--- src/rtl/divider_core.sv ---
// Sequential radix-2 restoring divider: one quotient bit per clock, start/done handshake.
// Results are registered on leaving FINISH and hold until the next done or reset.
module divider_core #(
    parameter int DW    = 24,
    parameter int len_q = 24
) (
    input  logic             clk,
    input  logic             rst_n,
    input  logic             start,
    input  logic [DW-1:0]    dividend,
    input  logic [DW-1:0]    divisor,
    output logic             busy,
    output logic             done,
    output logic [len_q-1:0] quotient,
    output logic [DW-1:0]    remainder,
    output logic             div_by_zero
);

    localparam int CW = $clog2(DW + 1);

    typedef enum logic [1:0] {
        IDLE,
        RUN,
        FINISH
    } state_t;

    state_t           state_q, state_d;
    logic [CW-1:0]    cnt_q, cnt_d;
    logic [DW:0]      rem_q, rem_d;
    logic [DW-1:0]    dvd_q, dvd_d;
    logic [DW-1:0]    dvs_q, dvs_d;
    logic             zero_q, zero_d;
    logic             done_q, done_d;
    logic [len_q-1:0] quo_q, quo_d;
    logic [DW-1:0]    rmd_q, rmd_d;
    logic             dbz_q, dbz_d;

    logic [DW+1:0]    shifted;
    logic [DW:0]      diff;
    logic             fits;

    // The dividend register doubles as the quotient: each step shifts its MSB
    // into the partial remainder and the new quotient bit into its LSB.
    always_comb begin
        shifted = {rem_q, dvd_q[DW-1]};
        fits    = (shifted >= {2'b00, dvs_q});
        diff    = shifted[DW:0] - {1'b0, dvs_q};
    end

    // NOTE: every variable gets a default before the case so no path leaves
    // one unassigned, which would otherwise infer a latch.
    always_comb begin
        state_d = state_q;
        cnt_d   = cnt_q;
        rem_d   = rem_q;
        dvd_d   = dvd_q;
        dvs_d   = dvs_q;
        zero_d  = zero_q;
        done_d  = 1'b0;
        quo_d   = quo_q;
        rmd_d   = rmd_q;
        dbz_d   = dbz_q;

        unique case (state_q)
            IDLE: begin
                // The done cycle is spent in IDLE, so a start there must be ignored.
                if (start && !done_q) begin
                    dvd_d   = dividend;
                    dvs_d   = divisor;
                    zero_d  = (divisor == '0);
                    rem_d   = '0;
                    cnt_d   = CW'(DW);
                    state_d = RUN;
                end
            end
            RUN: begin
                rem_d = fits ? diff : shifted[DW:0];
                dvd_d = {dvd_q[DW-2:0], fits};
                cnt_d = cnt_q - CW'(1);
                if (cnt_q == CW'(1)) begin
                    state_d = FINISH;
                end
            end
            FINISH: begin
                quo_d   = zero_q ? '1 : len_q'(dvd_q);
                rmd_d   = rem_q[DW-1:0];
                dbz_d   = zero_q;
                done_d  = 1'b1;
                state_d = IDLE;
            end
            default: state_d = IDLE;
        endcase
    end

    // NOTE: sequential state uses non-blocking assignments so every flop samples
    // the pre-edge values regardless of statement order.
    always_ff @(posedge clk or negedge rst_n) begin
        if (!rst_n) begin
            state_q <= IDLE;
            cnt_q   <= '0;
            rem_q   <= '0;
            dvd_q   <= '0;
            dvs_q   <= '0;
            zero_q  <= 1'b0;
            done_q  <= 1'b0;
            quo_q   <= '0;
            rmd_q   <= '0;
            dbz_q   <= 1'b0;
        end else begin
            state_q <= state_d;
            cnt_q   <= cnt_d;
            rem_q   <= rem_d;
            dvd_q   <= dvd_d;
            dvs_q   <= dvs_d;
            zero_q  <= zero_d;
            done_q  <= done_d;
            quo_q   <= quo_d;
            rmd_q   <= rmd_d;
            dbz_q   <= dbz_d;
        end
    end

    assign busy        = (state_q == RUN);
    assign done        = done_q;
    assign quotient    = quo_q;
    assign remainder   = rmd_q;
    assign div_by_zero = dbz_q;

endmodule

--- config.mk ---
export PLATFORM = sky130hd
export DESIGN_NAME = divider_core
export DESIGN_NICKNAME = d
export VERILOG_FILES = /design/src/rtl/divider_core.sv
export SDC_FILE = /design/constraint.sdc
export NUM_CORES = 1
export LEC_CHECK = 0
export CORE_ASPECT_RATIO = 1.25
export CORE_MARGIN = 4
export CORE_UTILIZATION = 49
export DETAILED_ROUTE_END_ITERATION = 16
export PLACE_DENSITY = 0.76
export RECOVER_POWER = 25
export SETUP_SLACK_MARGIN = 0.4
export SYNTH_ARGS = -nofsm -noshare
export SYNTH_HDL_FRONTEND = slang
export SYNTH_SLANG_ARGS = --single-unit
--- constraint.sdc ---
create_clock -name clk -period 2.6 [get_ports clk]
set_clock_uncertainty 0.1 [all_clocks]
set_input_delay 0.39 -clock clk [delete_from_list [all_inputs] [get_ports clk]]
set_output_delay 0.39 -clock clk [all_outputs]
set_load 0.1 [all_outputs]
### Yosys cells after proc, flatten, opt, wreduce, memory -nomap -nowiden

Index checks and enable logic that the tools add are counted.

| word-level totals | value |
|---|---|
| bits in registers | 131 |
| input bits | 51 |

| cells by class | value |
|---|---|
| add/sub/neg operators | 2 |
| order comparisons | 1 |
| equal/unequal tests | 5 |
| multiplexer cells | 12 |
| reductions and logical operators | 8 |

Operator list:

| kind | count |
|---|---|
| 25-bit 2-to-1 mux | 2 |
| 25-bit one-hot mux with 2 select lines | 1 |
| 24-bit 2-to-1 mux | 2 |
| 24-bit one-hot mux with 2 select lines | 1 |
| 26-bit by 24-bit greater-or-equal comparator with 1-bit output | 1 |
| 25-bit by 24-bit subtractor with 25-bit output | 1 |
| 24-bit zero test | 1 |
| 5-bit one-hot mux with 2 select lines | 1 |
| 2-bit AND reduction | 3 |
| 5-bit by 1-bit equality test with 1-bit output, second input constant | 1 |
| 5-bit 2-to-1 mux | 1 |
| 5-bit by 1-bit subtractor with 5-bit output, second input constant | 1 |
| 2-bit 2-to-1 mux | 2 |
| 2-bit one-hot mux with 2 select lines | 1 |
| 2-bit by 1-bit equality test with 1-bit output, second input constant | 1 |
| 2-bit equality test, second input constant | 1 |
| 2-bit zero test | 1 |
| 2-bit by 1-bit != test with 1-bit output, second input constant | 1 |
| 2-bit != test, second input constant | 1 |
| 2-bit nonzero test | 1 |
| 1-bit logical AND | 1 |
| 1-bit zero test | 1 |
| 1-bit 2-to-1 mux | 1 |

### Logic depth before layout (Yosys ltp)

Gate-level depths: netlist (run 1).

| depth | value |
|---|---|
| depth after elaboration | 4 |
| depth in mapped cells | 12 |
| gate-level depth less buffers | 10 |

### Worst setup path after synthesis (run 1)

Ideal clock, no wire load.

| path | value |
|---|---|
| kind | reg-to-reg |
| from | reg rem_q[20] |
| to | reg rem_q[24] |
| setup time | 0.066 ns |
| arrival time | 2.542 ns |
| required time | 2.434 ns |
| setup slack | -0.108 ns |
| stages on the path, launching flop included | 10 |
| path buffers | 1 |
| path through | dfrtp_1 ha_1 and4_4 nand3_2 or4_4 o21ai_2 a31oi_1 buf_6 or4_1 nand2_1 |

| between the ends | value |
|---|---|
| cells in the longest elaborated chain, start to end | 3 |

RTL lines:

| item | RTL line | text |
|---|---|---|
| start, declared | 29 | `logic [DW:0] rem_q, rem_d;` |
| start signal, assigned | 112 | `rem_q <= rem_d;` |
| 25-bit by 24-bit subtractor with 25-bit output / 26-bit by 24-bit greater-or-equal comparator with 1-bit output (equally long branches) | 47, 46 |  |
| 25-bit 2-to-1 mux (*) | 77 | `rem_d = fits ? diff : shifted[DW:0];` |
| 25-bit one-hot mux with 2 select lines (*) | 64 | `unique case (state_q)` |

Mark *: on every way between the ends. The rest lies on a longest branch, timed or not.
A chain may end at the register's enable or synchronous reset.

### Worst setup path in the final report (run 1)

| path | value |
|---|---|
| from | reg rem_q[0] |
| to | reg rem_q[22] |

The elaborated chain is that of the path after synthesis.

==> results of run 1 <==
## repair_timing
| action | in CTS | in global routing |
|---|---|---|
| cloned | 2 | 1 |
| hold buffers | 1 | 0 |
| gates resized for setup | 63 | 21 |
| pin swaps | 20 | 13 |
| endpoints found under the setup margin | 27 | 52 |
| endpoints found under the hold margin | 46 | 0 |
| buffers inserted | 13 | 4 |
## worst register-to-register path, delay by kind of cell, from the launching register on
| kind | cells | cell delay (ns) |
|---|---|---|
| buffers and inverters | 5 | 0.62 |
| adder cells (fa/ha/maj) | 1 | 0.21 |
| AND/OR/NAND/NOR | 2 | 0.25 |
| flip-flops | 1 | 0.39 |
| AO/OA/AOI/OAI | 4 | 0.76 |
| XOR/XNOR | 1 | 0.16 |
## flip-flops by register name, indices dropped and copies added (netlist names)
signal,cells
dvs_q,24
state_q,2
dvd_q,24
done,1
quotient,24
remainder,24
div_by_zero,1
rem_q,25
cnt_q,5
zero_q,1
## how the worst min path moves through the flow
stage	to	slack, ns	cells past startpoint
floorplan	cnt_q[0]$_DFFE_PN0P_	-0.006	0
detailed placement	quotient[5]$_DFFE_PN0P_	0.35	1
global route	remainder[3]$_DFFE_PN0P_	0.39	2
CTS	remainder[15]$_DFFE_PN0P_	0.38	2
global placement	quotient[4]$_DFFE_PN0P_	0.34	1
finish	remainder[11]$_DFFE_PN0P_	0.38	2
## layer usage
metal / vias up / global-route usage
met4: 0 / 0.120
met1: 3131 / 0.325
met3: 49 / 0.0413
li1: 3037 / -
met2: 248 / 0.446
met5: - / 0
## final cells by class
cell class / instances / area, um2 / area share
Tap cell: 171 / 214 / 0.0223
Inverter: 37 / 139 / 0.0145
Clock inverter: 15 / 189 / 0.0197
Clock buffer: 17 / 425 / 0.0444
Timing Repair Buffer: 200 / 1760 / 0.184
Multi-Input combinational cell: 560 / 3580 / 0.373
Sequential cell: 131 / 3280 / 0.342
## placed cells by master (no fill, tap or decap), drive strengths merged, types with 4 or more instances in the layout
cell type,count
a21oi,16
a22oi,22
a31oi,6
nand3b,5
nor2b,5
o21ai,87
mux2i,13
dfrtp,131
and2,7
o21a,5
buf,146
nand3,23
nor2,44
nand2b,4
clkdlybuf4s50,49
inv,45
o211ai,4
nand2,190
a21o,4
nor3,18
a32oi,10
or4,4
clkbuf,21
xnor2,7
nor4,7
a211oi,4
o31a,4
xor2,7
ha,26
## logic make-up after synthesis
group / share of synthesized area
buffers and inverters: 0.0448
XOR/XNOR: 0.0181
adder cells (fa/ha/maj): 0.0509
multiplexers: 0.0209
AO/OA/AOI/OAI: 0.175
flip-flops: 0.483
AND/OR/NAND/NOR: 0.207
## metrics by stage
stage | std cells | utilization | instance area (um2) | worst slack [ns] | hold slack, ns
3_5_place_dp | 1078 | 0.632 | 8470 | -0.101 | 0.349
5_1_grt | 1131 | 0.715 | 9580 | -0.150 | 0.393
2_1_floorplan | 768 | - | 6900 | 0.0711 | -0.00559
3_3_place_gp | 1078 | 0.632 | 8470 | -0.0831 | 0.342
6_report | 1131 | 0.715 | 9580 | -0.0285 | 0.376
4_1_cts | 1126 | 0.706 | 9470 | 0.0281 | 0.379
==> Flow_metrics.wiki, run 1 <==
{| class="wikitable"
! Metric !! Value
|-
| DRC violations left || 0
|-
| Final routed wire length divided by cell count || 18.0 um
|-
| Main flop type after synthesis || dfrtp_1
|-
| DR top layer || met4
|-
| Delay of the slowest critical-path stage || ~0.39 ns
|-
| Beginning of the worst hold path || remainder[11]$_DFFE_PN0P_
|-
| Wire length on met2 || just over 10 mm
|-
| Status || finished with violations
|-
| Number of antenna violations at the first check in global routing || 0
|-
| Critical Setup Path Class || flop to flop
|-
| Cell breakdown of the critical path || buf_4 -> inv_2 -> fa_2 -> nor2b_2 -> o31a_1 -> o211ai_1 -> nand3_2 -> buf_4 -> buf_6 -> buf_4 -> a31oi_4 -> xor2_1 -> o21ai_1
|-
| Vias || ~6.5k
|-
| Core Footprint || 13400 um2
|-
| End of the worst register-to-register path || rem_q[22]$_DFFE_PN0P_
|-
| Layout Nets || 1025
|-
| CP required || ~2.8 ns
|-
| Cells after Synth || 768
|-
| Dominant cell type by area after synthesis || dfrtp_1
|-
| Remaining Overflow, GRT || 0
|-
| Fraction of post-synthesis cell area in the top cell type by area || 0.483
|-
| TritonCTS sink count || 131
|-
| Crit path capture type || flop
|-
| Arrival time of the worst setup path || 2.83 ns
|-
| Maximum number of pins on one net before global-route repair || 77
|-
| Most frequently used cell type in the post-synthesis netlist || nand2_1
|-
| Die Width || 113 um
|-
| Number of setup violations in the final report || 4
|-
| Global-route wire length before repair || 33.2 mm
|-
| Asr flop ratio synth || 1.00
|-
| Final min period || ~2.6 ns
|-
| Buffers & Inverters on Critical Path || 5
|-
| Maxcap violations || 0
|-
| Ratio of cells with drive above 1 in the final layout || 0.247
|-
| Maximum operating frequency || 0.380 GHz
|-
| DRC marker count from the first detailed-route iteration || 613
|-
| Area growth from synthesis to layout || 41.3%
|-
| Minimum setup slack in the final design || -0.0285 ns
|-
| Number of antenna repair diodes || 0
|-
| Residual antenna-violating net count after detailed routing || 0
|-
| Crit-path max FO || 3
|-
| Setup_tns || -0.0890 ns
|-
| Half-perimeter wire length after placement || between 10 and 15 mm
|-
| Number of filler instances in the final layout || between 900 and 1k
|-
| Global-route usage over all layers || 0.262
|-
| Clock transition at the register clock pins on the worst setup and hold paths after CTS || 0.06 ns
|-
| Number of port buffers || 101
|-
| Number of clock buffers inserted by TritonCTS || 17
|-
| Sequential element share of the synthesized area || 0.483
|-
| Tightest Hold Check Type || flop to flop
|-
| Cells on worst reg2reg path || 13
|-
| Routed via count divided by cell count || between 5 and 6
|-
| RSZ-0062 raised after global routing || yes
|-
| Total count of hold-check failures in the final report || 0
|-
| Number of flops mapped to enable cells by yosys || 0
|-
| Transition at the pin with the smallest max-transition slack || 1.19 ns
|-
| Clk Latency, worst-skew pair || 0.42 ns
|-
| Startpoint of the most critical register-to-register path || rem_q[0]$_DFFE_PN0P_
|-
| Cell at the root of the clock tree || clkbuf_16
|-
| Most used cell along the critical path || buf_4
|-
| Startpoint type of the worst setup path || flop
|-
| Die Outline Area || 15800 um2
|-
| Die outline height || 140 um
|-
| Worst max-slew margin expressed relative to the limit || 0.204
|-
| Nets in the synthesized netlist || 846
|-
| Slowest cell on the critical path || dfrtp_1
|-
| First element of the critical path || rem_q[0]$_DFFE_PN0P_
|-
| Final Wtd Congestion || 0.938
|-
| Critical path capture point || rem_q[22]$_DFFE_PN0P_
|-
| CP top delay family || compound AO/OA/AOI/OAI gates
|-
| # IOs || 102
|-
| Detailed-routing wirelength on met1 || around 8.4 mm
|-
| Cell area after synthesis || 6780 um2
|-
| Routed wl met3 || 1.20 mm
|-
| Period utilisation layout || 1.01
|-
| Top post-synthesis cells by count || nand2_1, dfrtp_1, o21ai_0, nor2_1, inv_1
|-
| Slew Limit Fails || 0
|-
| #FFs+latches synth || 131
|-
| Routed wire length || between 20 and 25 mm
|-
| Synth top area cells || dfrtp_1, nand2_1, o21ai_0, ha_1, a22oi_1
|-
| Clock tree from TritonCTS || done
|-
| Number of distinct library cells after synthesis || 59
|-
| Number of iterations in the first detailed-routing pass || 5
|-
| Starting utilization of the core area || 0.506
|-
| Yosys warns || 0
|-
| Syn Area/Cell || 8.83 um2
|-
| Row cnt || 47
|-
| Worst setup slack for register-to-register paths || -0.03 ns
|-
| Critical path depth || 13
|-
| Number of H-tree levels || 4
|-
| Violations in the final reports || setup timing
|-
| Clock buffer depth || 2
|-
| Vias in the first global route || 6720
|}
Power of run 1 is not shown: default switching activity piles up to over one toggle a cycle in this logic, so the estimate is an artifact.
==> run 2, diff against run 1 <==
--- a/config.mk
+++ b/config.mk
@@ -6,8 +6,9 @@
 export NUM_CORES = 1
 export LEC_CHECK = 0
 export CORE_ASPECT_RATIO = 1.25
-export CORE_MARGIN = 4
+export CORE_MARGIN = 3
 export CORE_UTILIZATION = 49
+export CTS_CLUSTER_SIZE = 28
 export DETAILED_ROUTE_END_ITERATION = 16
 export PLACE_DENSITY = 0.76
 export RECOVER_POWER = 25
==> run 2 against run 1 <==
  * The run still ends with setup timing left
  * Critical path depth decreased by 5
  * Fmax decreased by 2.0%
  * Register-to-register slack got worse by 0.05 ns
  * Die area decreased by 3.2%
  * Clock-buffer cell count unchanged
  * Critical endpoint is now rem_q[24]$_DFFE_PN0P_
==> Flow_metrics.wiki, run 2 (synthesis gave the netlist of run 1 again) <==
{| class="wikitable"
! Metric !! Value
|-
| DRC marker count from the first detailed-route iteration || 512 (was 613)
|-
| RSZ-0062 raised after global routing || yes (unchanged)
|-
| Cell breakdown of the critical path || ha_2 -> nand2_2 -> or4_4 -> o21ai_4 -> a31oi_4 -> buf_6 -> or4_1 -> nand2_1 (was buf_4 -> inv_2 -> fa_2 -> nor2b_2 -> o31a_1 -> o211ai_1 -> nand3_2 -> buf_4 -> buf_6 -> buf_4 -> a31oi_4 -> xor2_1 -> o21ai_1)
|-
| Residual antenna-violating net count after detailed routing || 0 (unchanged)
|-
| Remaining Overflow, GRT || 0 (unchanged)
|-
| Finished Cell Area || 9360 um2 (was 9580 um2)
|-
| Top library cells by usage in the layout, fill and taps aside || nand2_1, dfrtp_1, buf_4 (unchanged)
|-
| Routed via count divided by cell count || 5.76 (was 5.72)
|-
| Number of setup violations in the final report || 7 (was 4)
|-
| Ratio of cells with drive above 1 in the final layout || 0.232 (was 0.247)
|-
| TritonCTS sink count || 131 (unchanged)
|-
| Global-route usage over all layers || 0.262 (about the same)
|-
| Buffers & Inverters on Critical Path || 1 (was 5)
|-
| Slowest cell on the critical path || or4_4 (was dfrtp_1)
|-
| Slew Limit Fails || 0 (unchanged)
|-
| Crit-path max FO || 6 (was 3)
|-
| Violations in the final reports || setup timing (unchanged)
|-
| Number of antenna violations at the first check in global routing || 0 (unchanged)
|-
| Number of clock buffers inserted by TritonCTS || 17 (unchanged)
|-
| Die Outline Area || 15300 um2 (was 15800 um2)
|-
| Vias || 6465 (unchanged)
|-
| Final min period || 2.68 ns (was 2.63 ns)
|-
| Half-perimeter wire length after placement || 13.6 mm (was 13.5 mm)
|-
| Number of antenna repair diodes || 0 (unchanged)
|-
| Routed wire length || 20.2 mm (was 20.4 mm)
|-
| Crit path capture type || flop (unchanged)
|-
| Core Footprint || 13400 um2 (unchanged)
|-
| Worst max-slew margin expressed relative to the limit || 0.350 (was 0.204)
|-
| Transition at the pin with the smallest max-transition slack || 0.975 ns (was 1.19 ns)
|-
| Area growth from synthesis to layout || 38.0% (was 41.3%)
|-
| Status || finished with violations (unchanged)
|-
| Global-route wire length before repair || 32.1 mm (was 33.2 mm)
|-
| Number of iterations in the first detailed-routing pass || 5 (unchanged)
|-
| Vias in the first global route || 6462 (was 6720)
|-
| Maxcap violations || 0 (unchanged)
|-
| Final routed wire length divided by cell count || 18.0 um (about the same)
|-
| Startpoint type of the worst setup path || flop (unchanged)
|-
| Delay of the slowest critical-path stage || 0.52 ns (was 0.39 ns)
|-
| Maximum operating frequency || 0.373 GHz (was 0.380 GHz)
|-
| # IOs || 102 (unchanged)
|-
| Number of port buffers || 101 (unchanged)
|-
| Layout Nets || 1016 (was 1025)
|-
| Tightest Hold Check Type || flop to flop (unchanged)
|-
| Minimum setup slack in the final design || -0.0813 ns (was -0.0285 ns)
|-
| DP Area || 8390 um2 (was 8470 um2)
|-
| Row cnt || 47 (unchanged)
|-
| Max reg flops || 25 (unchanged)
|-
| Most common cell after layout, fill and taps aside || nand2_1 (unchanged)
|-
| CP required || 2.86 ns (was 2.80 ns)
|-
| Register containing the most flip-flops in the final layout || rem_q (unchanged)
|-
| Clock transition at the register clock pins on the worst setup and hold paths after CTS || 0.06 ns (about the same)
|-
| Arrival time of the worst setup path || 2.94 ns (was 2.83 ns)
|-
| Cell at the root of the clock tree || clkbuf_16 (unchanged)
|-
| Clock buffer depth || 2 (unchanged)
|-
| Die outline height || 138 um (was 140 um)
|-
| Number of H-tree levels || 4 (unchanged)
|-
| Final Wtd Congestion || 0.903 (was 0.938)
|-
| Total count of hold-check failures in the final report || 0 (unchanged)
|-
| Clock tree from TritonCTS || done (unchanged)
|-
| Critical Setup Path Class || flop to flop (unchanged)
|-
| Clk Latency, worst-skew pair || 0.42 ns (about the same)
|-
| Starting utilization of the core area || 0.506 (unchanged)
|-
| CP top delay family || simple AND/OR/NAND/NOR gates (was compound AO/OA/AOI/OAI gates)
|-
| Die Width || 111 um (was 113 um)
|-
| DRC violations left || 0 (unchanged)
|-
| Maximum number of pins on one net before global-route repair || 74 (was 77)
|-
| Period utilisation layout || 1.03 (was 1.01)
|}
## run 2: final timing paths
check                      cells past startpoint                        end  slack [ns]                 startpoint
setup / recovery                               8      rem_q[24]$_DFFE_PN0P_       -0.08      rem_q[14]$_DFFE_PN0P_
hold / removal                                 2  remainder[15]$_DFFE_PN0P_        0.38  remainder[15]$_DFFE_PN0P_
setup reg to reg                               8      rem_q[24]$_DFFE_PN0P_       -0.08      rem_q[14]$_DFFE_PN0P_
hold reg to reg                                2  remainder[15]$_DFFE_PN0P_        0.38  remainder[15]$_DFFE_PN0P_
max in group asynchronous                      3       rem_q[5]$_DFFE_PN0P_        0.48                      rst_n
min in group asynchronous                      2  remainder[15]$_DFFE_PN0P_        0.56                      rst_n
## run 2: worst register-to-register path: cells and delay by family, from the launching register on
kind            cells  cell delay (ns)
simple gates        4             1.18
flops               1             0.45
fa+ha+maj           1             0.42
compound gates      2             0.30
buf+inv             1             0.17
## run 2: cell type report
class | count | area, um2
clock buffers | 17 | 425
clock inverters | 15 | 139
fillers | 1046 | 4050
inverters | 37 | 141
multi-input cells | 560 | 3500
flip-flops and latches | 131 | 3280
well taps | 171 | 214
repair buffers | 191 | 1660
## run 2: per-stage QoR
stage | cells | setup TNS (ns) | utilization | hold slack (ns) | setup WS [ns]
detailed placement | 1070 | -0.384 | 0.626 | 0.298 | -0.211
global placement | 1070 | -0.119 | 0.626 | 0.292 | -0.0899
CTS | 1117 | 0 | 0.691 | 0.380 | 0.00170
floorplan | 768 | 0 | - | -0.00559 | 0.0711
finish | 1122 | -0.204 | 0.698 | 0.376 | -0.0813
global route | 1122 | -1.92 | 0.698 | 0.395 | -0.153
## run 2: repair_timing
action,4_1_cts,5_1_grt
hold endpoints to repair,37,0
cloned,1,1
buffers inserted,13,4
hold buffers,1,0
setup endpoints to repair,27,49
pin swaps,19,6
resized for setup,56,19
## run 2: layer usage
layer,share of wire,vias up,global-route usage
met5,0,-,0
met1,0.42,3189,0.319
met3,0.044,46,0.0444
met2,0.51,208,0.458
li1,-,3022,-
met4,0.031,0,0.120
Power of run 2 is left out for the same reason.
